[src/rtl/key_click_classifier_if.sv]
// Click-classifier bus: debounced press pulse in, click event out over a
// one-entry valid/ready register, plus status flags.
interface key_click_classifier_if;
  logic       btn_pulse;
  logic       evt_valid;
  logic [1:0] evt_code;
  logic       evt_ready;
  logic       evt_overflow;
  logic       busy;

  // Classifier side: consumes pulses, produces events.
  modport master (
    input  btn_pulse,
    input  evt_ready,
    output evt_valid,
    output evt_code,
    output evt_overflow,
    output busy
  );

  // Control-logic side: provides pulses and accepts events.
  modport slave (
    output btn_pulse,
    output evt_ready,
    input  evt_valid,
    input  evt_code,
    input  evt_overflow,
    input  busy
  );
endinterface

[src/rtl/key_click_classifier.sv]
// Groups debounced button pulses arriving within a click window into single,
// double or triple events, presented through a one-entry valid/ready register.
module key_click_classifier #(
  parameter int WINDOW_CYCLES = 30_000_000,
  parameter int CNT_W         = 25
) (
  input  logic                    clk,
  input  logic                    rst,
  key_click_classifier_if.master  bus
);

  typedef enum logic [1:0] {
    IDLE = 2'd0,
    ONE  = 2'd1,
    TWO  = 2'd2
  } state_t;

  localparam logic [CNT_W-1:0] TERM_CNT = CNT_W'(WINDOW_CYCLES - 1);

  localparam logic [1:0] CODE_SINGLE = 2'b01;
  localparam logic [1:0] CODE_DOUBLE = 2'b10;
  localparam logic [1:0] CODE_TRIPLE = 2'b11;

  state_t           state_q, state_d;
  logic [CNT_W-1:0] cnt_q, cnt_d;
  logic             emit;
  logic [1:0]       emit_code;

  logic             evt_valid_q;
  logic [1:0]       evt_code_q;
  logic             evt_overflow_q;
  logic             slot_free;

  // Window FSM: state and counter registers.
  always_ff @(posedge clk or posedge rst) begin
    if (rst) begin
      state_q <= IDLE;
      cnt_q   <= '0;
    end else begin
      state_q <= state_d;
      cnt_q   <= cnt_d;
    end
  end

  // A pulse always wins over the terminal count, so a click landing on the
  // last window cycle extends the sequence instead of emitting a timeout.
  always_comb begin
    state_d   = state_q;
    cnt_d     = cnt_q;
    emit      = 1'b0;
    emit_code = 2'b00;
    case (state_q)
      IDLE: begin
        cnt_d = '0;
        if (bus.btn_pulse) state_d = ONE;
      end
      ONE: begin
        if (bus.btn_pulse) begin
          state_d = TWO;
          cnt_d   = '0;
        end else if (cnt_q == TERM_CNT) begin
          state_d   = IDLE;
          cnt_d     = '0;
          emit      = 1'b1;
          emit_code = CODE_SINGLE;
        end else begin
          cnt_d = cnt_q + CNT_W'(1);
        end
      end
      TWO: begin
        if (bus.btn_pulse) begin
          state_d   = IDLE;
          cnt_d     = '0;
          emit      = 1'b1;
          emit_code = CODE_TRIPLE;
        end else if (cnt_q == TERM_CNT) begin
          state_d   = IDLE;
          cnt_d     = '0;
          emit      = 1'b1;
          emit_code = CODE_DOUBLE;
        end else begin
          cnt_d = cnt_q + CNT_W'(1);
        end
      end
      default: begin
        state_d = IDLE;
        cnt_d   = '0;
      end
    endcase
  end

  assign slot_free = !evt_valid_q || bus.evt_ready;

  // Output slot: a same-edge accept frees the slot for a new event.
  always_ff @(posedge clk or posedge rst) begin
    if (rst) begin
      evt_valid_q    <= 1'b0;
      evt_code_q     <= 2'b00;
      evt_overflow_q <= 1'b0;
    end else begin
      if (emit && slot_free) begin
        evt_valid_q <= 1'b1;
        evt_code_q  <= emit_code;
      end else if (emit) begin
        evt_overflow_q <= 1'b1;
      end else if (evt_valid_q && bus.evt_ready) begin
        evt_valid_q <= 1'b0;
      end
    end
  end

  assign bus.evt_valid    = evt_valid_q;
  assign bus.evt_code     = evt_code_q;
  assign bus.evt_overflow = evt_overflow_q;
  assign bus.busy         = (state_q != IDLE);

endmodule
[src/flat_wrapper.sv]
// flat-port wrapper written by rule: the top's interface ports become plain ports
module key_click_classifier_flat 
#(
  parameter int WINDOW_CYCLES = 30_000_000,
  parameter int CNT_W         = 25
)
  (clk, rst, bus_btn_pulse, bus_evt_ready, bus_evt_valid, bus_evt_code, bus_evt_overflow, bus_busy);
  key_click_classifier_if bus_i ();
  input  logic clk;
  input  logic rst;
  input wire logic [$bits(bus_i.btn_pulse)-1:0] bus_btn_pulse;
  input wire logic [$bits(bus_i.evt_ready)-1:0] bus_evt_ready;
  output wire logic [$bits(bus_i.evt_valid)-1:0] bus_evt_valid;
  output wire logic [$bits(bus_i.evt_code)-1:0] bus_evt_code;
  output wire logic [$bits(bus_i.evt_overflow)-1:0] bus_evt_overflow;
  output wire logic [$bits(bus_i.busy)-1:0] bus_busy;
  assign bus_i.btn_pulse = bus_btn_pulse;
  assign bus_i.evt_ready = bus_evt_ready;
  assign bus_evt_valid = bus_i.evt_valid;
  assign bus_evt_code = bus_i.evt_code;
  assign bus_evt_overflow = bus_i.evt_overflow;
  assign bus_busy = bus_i.busy;
  key_click_classifier #(.WINDOW_CYCLES(WINDOW_CYCLES), .CNT_W(CNT_W)) u_core (.clk(clk), .rst(rst), .bus(bus_i));
endmodule
[config.mk]
export PLATFORM = sky130hd
export DESIGN_NAME = key_click_classifier_flat
export DESIGN_NICKNAME = d
export VERILOG_FILES = /design/src/rtl/key_click_classifier_if.sv /design/src/rtl/key_click_classifier.sv /design/src/flat_wrapper.sv
export SDC_FILE = /design/constraint.sdc
export NUM_CORES = 1
export LEC_CHECK = 0
export CAP_MARGIN = 25
export CORE_ASPECT_RATIO = 0.8
export CORE_MARGIN = 2
export CORE_UTILIZATION = 28
export DETAILED_ROUTE_END_ITERATION = 10
export PLACE_DENSITY = 0.48
export SYNTH_ARGS = -nofsm -noshare
export SYNTH_HDL_FRONTEND = slang
export SYNTH_SLANG_ARGS = --single-unit
[constraint.sdc]
create_clock -name clk -period 1.9 [get_ports clk]
set_input_delay 0.38 -clock clk [delete_from_list [all_inputs] [get_ports clk]]
set_output_delay 0.38 -clock clk [all_outputs]
set_load 0.005 [all_outputs]
==> Word-level counts from Yosys, hierarchy flattened <==
Index checks and enable logic that the tools add are counted.
{ "word_totals": {"word_cells": 42, "input_bits": 4, "register_bits": 31} }
{ "classes": {"reduce_logical": 10, "n_addsub": 1, "eq_ne": 5, "muxes": 20, "n_bitwise": 1} }
{ "op_table": {"columns": ["operator", "count"], "rows": [
  ["$mux 25", 3],
  ["$add 25x1->25 const B", 1],
  ["$eq 25x25->1 const B", 1],
  ["$mux 2", 7],
  ["$mux 1", 7],
  ["$pmux 2 s3", 1],
  ["$ne 2x2->1 const B", 2],
  ["$pmux 2 s2", 1],
  ["$reduce_and 2->1", 2],
  ["$reduce_bool 2->1", 2],
  ["$eq 2x1->1 const B", 1],
  ["$eq 2x2->1 const B", 1],
  ["$logic_and 1x1->1", 2],
  ["$logic_not 2->1", 1],
  ["$pmux 1 s2", 1],
  ["$reduce_or 2->1", 1],
  ["$logic_not 1->1", 1],
  ["$logic_or 1x1->1", 1],
  ["$not 1->1", 1]
]} }

==> Logic depth before layout (Yosys ltp) <==
{ "depth": {"depth_word": 7, "depth_mapped": 6, "ltp_nobuf": 5} }

==> Worst setup path before layout <==
Ideal clock, no wire load.
{ "synth_path": {"kind": "flip-flop to flip-flop", "from": "reg u_core.cnt_q[0]", "to": "reg u_core.evt_code_q[0] (netlist: u_core.bus.evt_code[0])", "synth_period_minus_slack_ps": 1729, "path_stages_with_launch": 6, "path_slack_ps": 171, "arrival_time_ps": 1596, "n_path_buf": 0, "t_required_ps": 1767, "setup_time_ps": 133, "path_cell_list": "dfrtp_1 ha_1 nand3_1 or4_1 o31ai_1 o21ai_0"} }
{ "synth_between": {"elab_chain_len": 5, "elab_cells_between_ends": 9, "cone_classes": "eq/ne (1); mux (7); reduce/logical (1)"} }
{ "synth_rtl": {"columns": ["element", "line_no", "rtl"], "rows": [
  ["from (decl)", "key_click_classifier.sv:25", "logic [CNT_W-1:0] cnt_q, cnt_d;"],
  ["from (signal assigned)", "key_click_classifier.sv:41", "cnt_q <= cnt_d;"],
  ["$eq 25x25->1 *", "key_click_classifier.sv:61, key_click_classifier.sv:76", null],
  ["$mux 1", "key_click_classifier.sv:61, key_click_classifier.sv:76", null],
  ["$mux 1 (on tied branches)", "key_click_classifier.sv:71, key_click_classifier.sv:58", null],
  ["$pmux 1 s2", "key_click_classifier.sv:52", "case (state_q)"],
  ["$logic_and 1x1->1", "key_click_classifier.sv:101", "if (emit && slot_free) begin"],
  ["to (signal assigned)", "key_click_classifier.sv:103", "evt_code_q <= emit_code;"],
  ["to (decl)", "key_click_classifier.sv:30", "logic [1:0] evt_code_q;"]
]} }
Mark *: on every way between the ends. The rest lies on a longest branch, timed or not.
A chain may end at the register's enable or synchronous reset.

==> Worst setup path in the final report <==
{ "layout_path": {"from": "reg u_core.cnt_q[11]", "to": "reg u_core.cnt_q[1]"} }
{ "layout_between": {"elab_chain_len": 4} }
{ "layout_rtl": {"columns": ["element", "line_no", "rtl"], "rows": [
  ["$eq 25x25->1", "key_click_classifier.sv:61, key_click_classifier.sv:76", null],
  ["$mux 25", "key_click_classifier.sv:61, key_click_classifier.sv:76", null],
  ["$mux 25", "key_click_classifier.sv:71", "if (bus.btn_pulse) begin"],
  ["$mux 25", null, null],
  ["via u_core.cnt_d[1]", "key_click_classifier.sv:25", null]
]} }
The timed path passes the listed nets, and every way through them passes these cells.

==> results.cfg <==
[synthesis]
syn_nets = 200
synth.most_common_cell = dfrtp_1
synth.area.top_cells = dfrtp_1 42%, nand3_1 4.7%, a21oi_1 3.8%
synth_edf_count = 0
syn_area_sq_mm = 0.00183
yosys.area.top_type = dfrtp_1
synth.distinct_cells = 45
async_flop_share = 1.00
yosysWarnings = 0
synthFlopType = dfrtp_1
avgSynthCellArea_sq_um = 9.58
ys_seq_elements = 31
synth_commonest_cells = 31 x dfrtp_1, 17 x nand3_1, 15 x nor2_1
synth_top_area_share = 0.424
netlist_instances = 191
ys_seq_area_frac = 0.424

[critical_path]
endpoint_kind = flop
r2r_cells = 4
reg2reg_from = u_core.cnt_q[11]
crit_path_start = u_core.cnt_q[11]
reg2reg_to = u_core.cnt_q[1]
startpoint_type = flop
r2r_slack_ns = 0.10
crit_end = u_core.cnt_q[1]
arrival_ns = 1.98
required_ns = 2.08
worstSetupPathType = flop to flop
path_max_fanout = 6

[timing]
rsz0062_at_grt = true
fin_crit_sh = 0.947
clock_skew_ns = 0.00921
finalSetupTns_ns = 0
finalHoldViolations = 0
setup_viol = 0
finalMaxSlewViolations = 0
slew_headroom = 0.726
min_period_ns = 1.80
tightest_slew_ns = 0.408
fmax_mhz = 556

[cells_and_area]
area_growth_pct = 23.5
regArea_sq_um = 776
diodes = 0
num-fill-cells = 649
drive_gt1_frac = 0.212
final_util = 0.356
fin_nets = 234
multi_input_area_sq_mm = 0.00103

[die]
core_sq_mm = 0.00634
die_w_um = 94.4
row_count = 26
initial_core_util = 0.288
die_area_sq_mm = 0.00720
pin_count = 9
die_y_um = 76.3

[global_route]
grt_usage = 0.137
grt_overflow = 0
grt_pass1_vias = 1459
grt_antenna_before_repair = 0
grt_start_max_net_pins = 32
grt_pass1_wl_um = 7540

[drt]
vias_per_cell = 5.00
route.detailed.drc = 0
detail-route-antenna-nets = 0
dr.max_layer_used = met4
route.met2.wl_um = 1800
drt_iter0_markers = 91
wl_met3_um = 292
vias = 1551
wl_per_cell_um = 14.5
wl_um = 4510
m1WireLength_um = 2340
first_pass_iters = 4

[placement]
io_buffers = 8
dp_hpwl_um = 3230
gp_congestion = 0.826

[clock_tree]
cts_hold_buf = 0
h-tree-depth = 2
path_clk_slew_ns = 0.07
cts_num_sinks = 31
cts_tree = yes
cts_root_buffer = clkbuf_8
clock_latency_ns = 0.29
cts_buffer_depth = 2
cts_buffers = 5

[run_status]
outcome = completed

[worst_hold_path]
hold_depth = 2
hold_class = flop to flop

[power_and_ir_drop]
peakVddDrop_uv = 257
p_leak_nw = 0.907
power_density_mw_per_mm2 = 807

[run]
max-cap-violations = 0
==> per-stage QoR <==
step           power (W)  std cells  hold slack (ns)  setup slack [ns]  cell area (sq um)
2_1_floorplan    0.00111        191            0.463             0.171               1830
3_3_place_gp     0.00127        297            0.454            0.0774               2110
3_5_place_dp     0.00127        297            0.454            0.0835               2110
4_1_cts          0.00181        307            0.472            0.0255               2210
5_1_grt          0.00196        310            0.489          -0.00487               2260
6_report         0.00182        310            0.465             0.100               2260
==> critical path, cell delays in order, from the launching register on <==
cell	delay, ns
dfrtp_1	0.39
or4b_4	0.57
nor3_4	0.33
a21oi_2	0.15
and3_2	0.24
==> how the worst min path moves through the flow <==
stage                             from                      end  slack, ns
2_1_floorplan          u_core.cnt_q[0]          u_core.cnt_q[0]       0.46
3_3_place_gp   u_core.bus.evt_overflow  u_core.bus.evt_overflow       0.45
3_5_place_dp   u_core.bus.evt_overflow  u_core.bus.evt_overflow       0.45
4_1_cts        u_core.bus.evt_overflow  u_core.bus.evt_overflow       0.47
5_1_grt        u_core.bus.evt_overflow  u_core.bus.evt_overflow       0.49
6_report       u_core.bus.evt_overflow  u_core.bus.evt_overflow       0.46
==> repair_timing <==
item | 4_1_cts | 5_1_grt
resized for setup | 1 | 5
pin swaps | 0 | 1
hold endpoints to repair | 0 | 0
setup endpoints to repair | 1 | 18
cloned | 0 | 1
setup buffers | 2 | 2
==> cell type report <==
| type | count | share of cell area |
|---|---|---|
| multi-input cells | 151 | 0.455 |
| flip-flops and latches | 31 | 0.343 |
| repair buffers | 29 | 0.106 |
| well taps | 84 | 0.0465 |
| clock buffers | 5 | 0.0305 |
| inverters | 7 | 0.0116 |
| clock inverters | 3 | 0.00665 |
==> kinds of logic (layout without fill, tap and decap cells) <==
family / count (synthesis) / in the layout / share of synthesized area
AND/OR/NAND/NOR: 95 / 95 / 0.317
adder cells (fa/ha/maj): 5 / 5 / 0.0342
flip-flops: 31 / 31 / 0.424
XOR/XNOR: 11 / 11 / 0.0527
AO/OA/AOI/OAI: 39 / 40 / 0.142
buffers and inverters: 10 / 44 / 0.0308
==> power breakdown <==
part / switching [W] / internal, W / total (W)
Sequential: 0.0000382 / 0.000716 / 0.000755
Combinational: 0.000308 / 0.000259 / 0.000567
Clock: 0.000251 / 0.000250 / 0.000501
==> metal layers <==
| layer | vias up | global-route usage |
|---|---|---|
| met5 | - | 0 |
| met1 | 714 | 0.214 |
| met3 | 8 | 0.0326 |
| li1 | 787 | - |
| met2 | 42 | 0.179 |
| met4 | 0 | 0.0522 |
==> flip-flops by register name (all words and copies together), names as in the netlist <==
register and cells:
u_core.bus.evt_code 2, u_core.cnt_q 25, u_core.bus.evt_overflow 1, u_core.bus.evt_valid 1
u_core.state_q 2
==> cells in the final DEF (no fill, tap or decap), types with 4 or more instances in the layout <==
cell type / instances
nand2_1: 13
nand4_1: 4
and3_1: 5
o31ai_1: 7
inv_1: 7
a21oi_1: 14
xnor2_1: 6
clkbuf_8: 5
xor2_1: 5
or4_1: 7
o21ai_0: 8
dfrtp_1: 31
clkdlybuf4s50_1: 7
or3_1: 7
nor2_1: 15
nand3_1: 15
buf_4: 21
No activity file was read; power rests on OpenSTA's default activity.
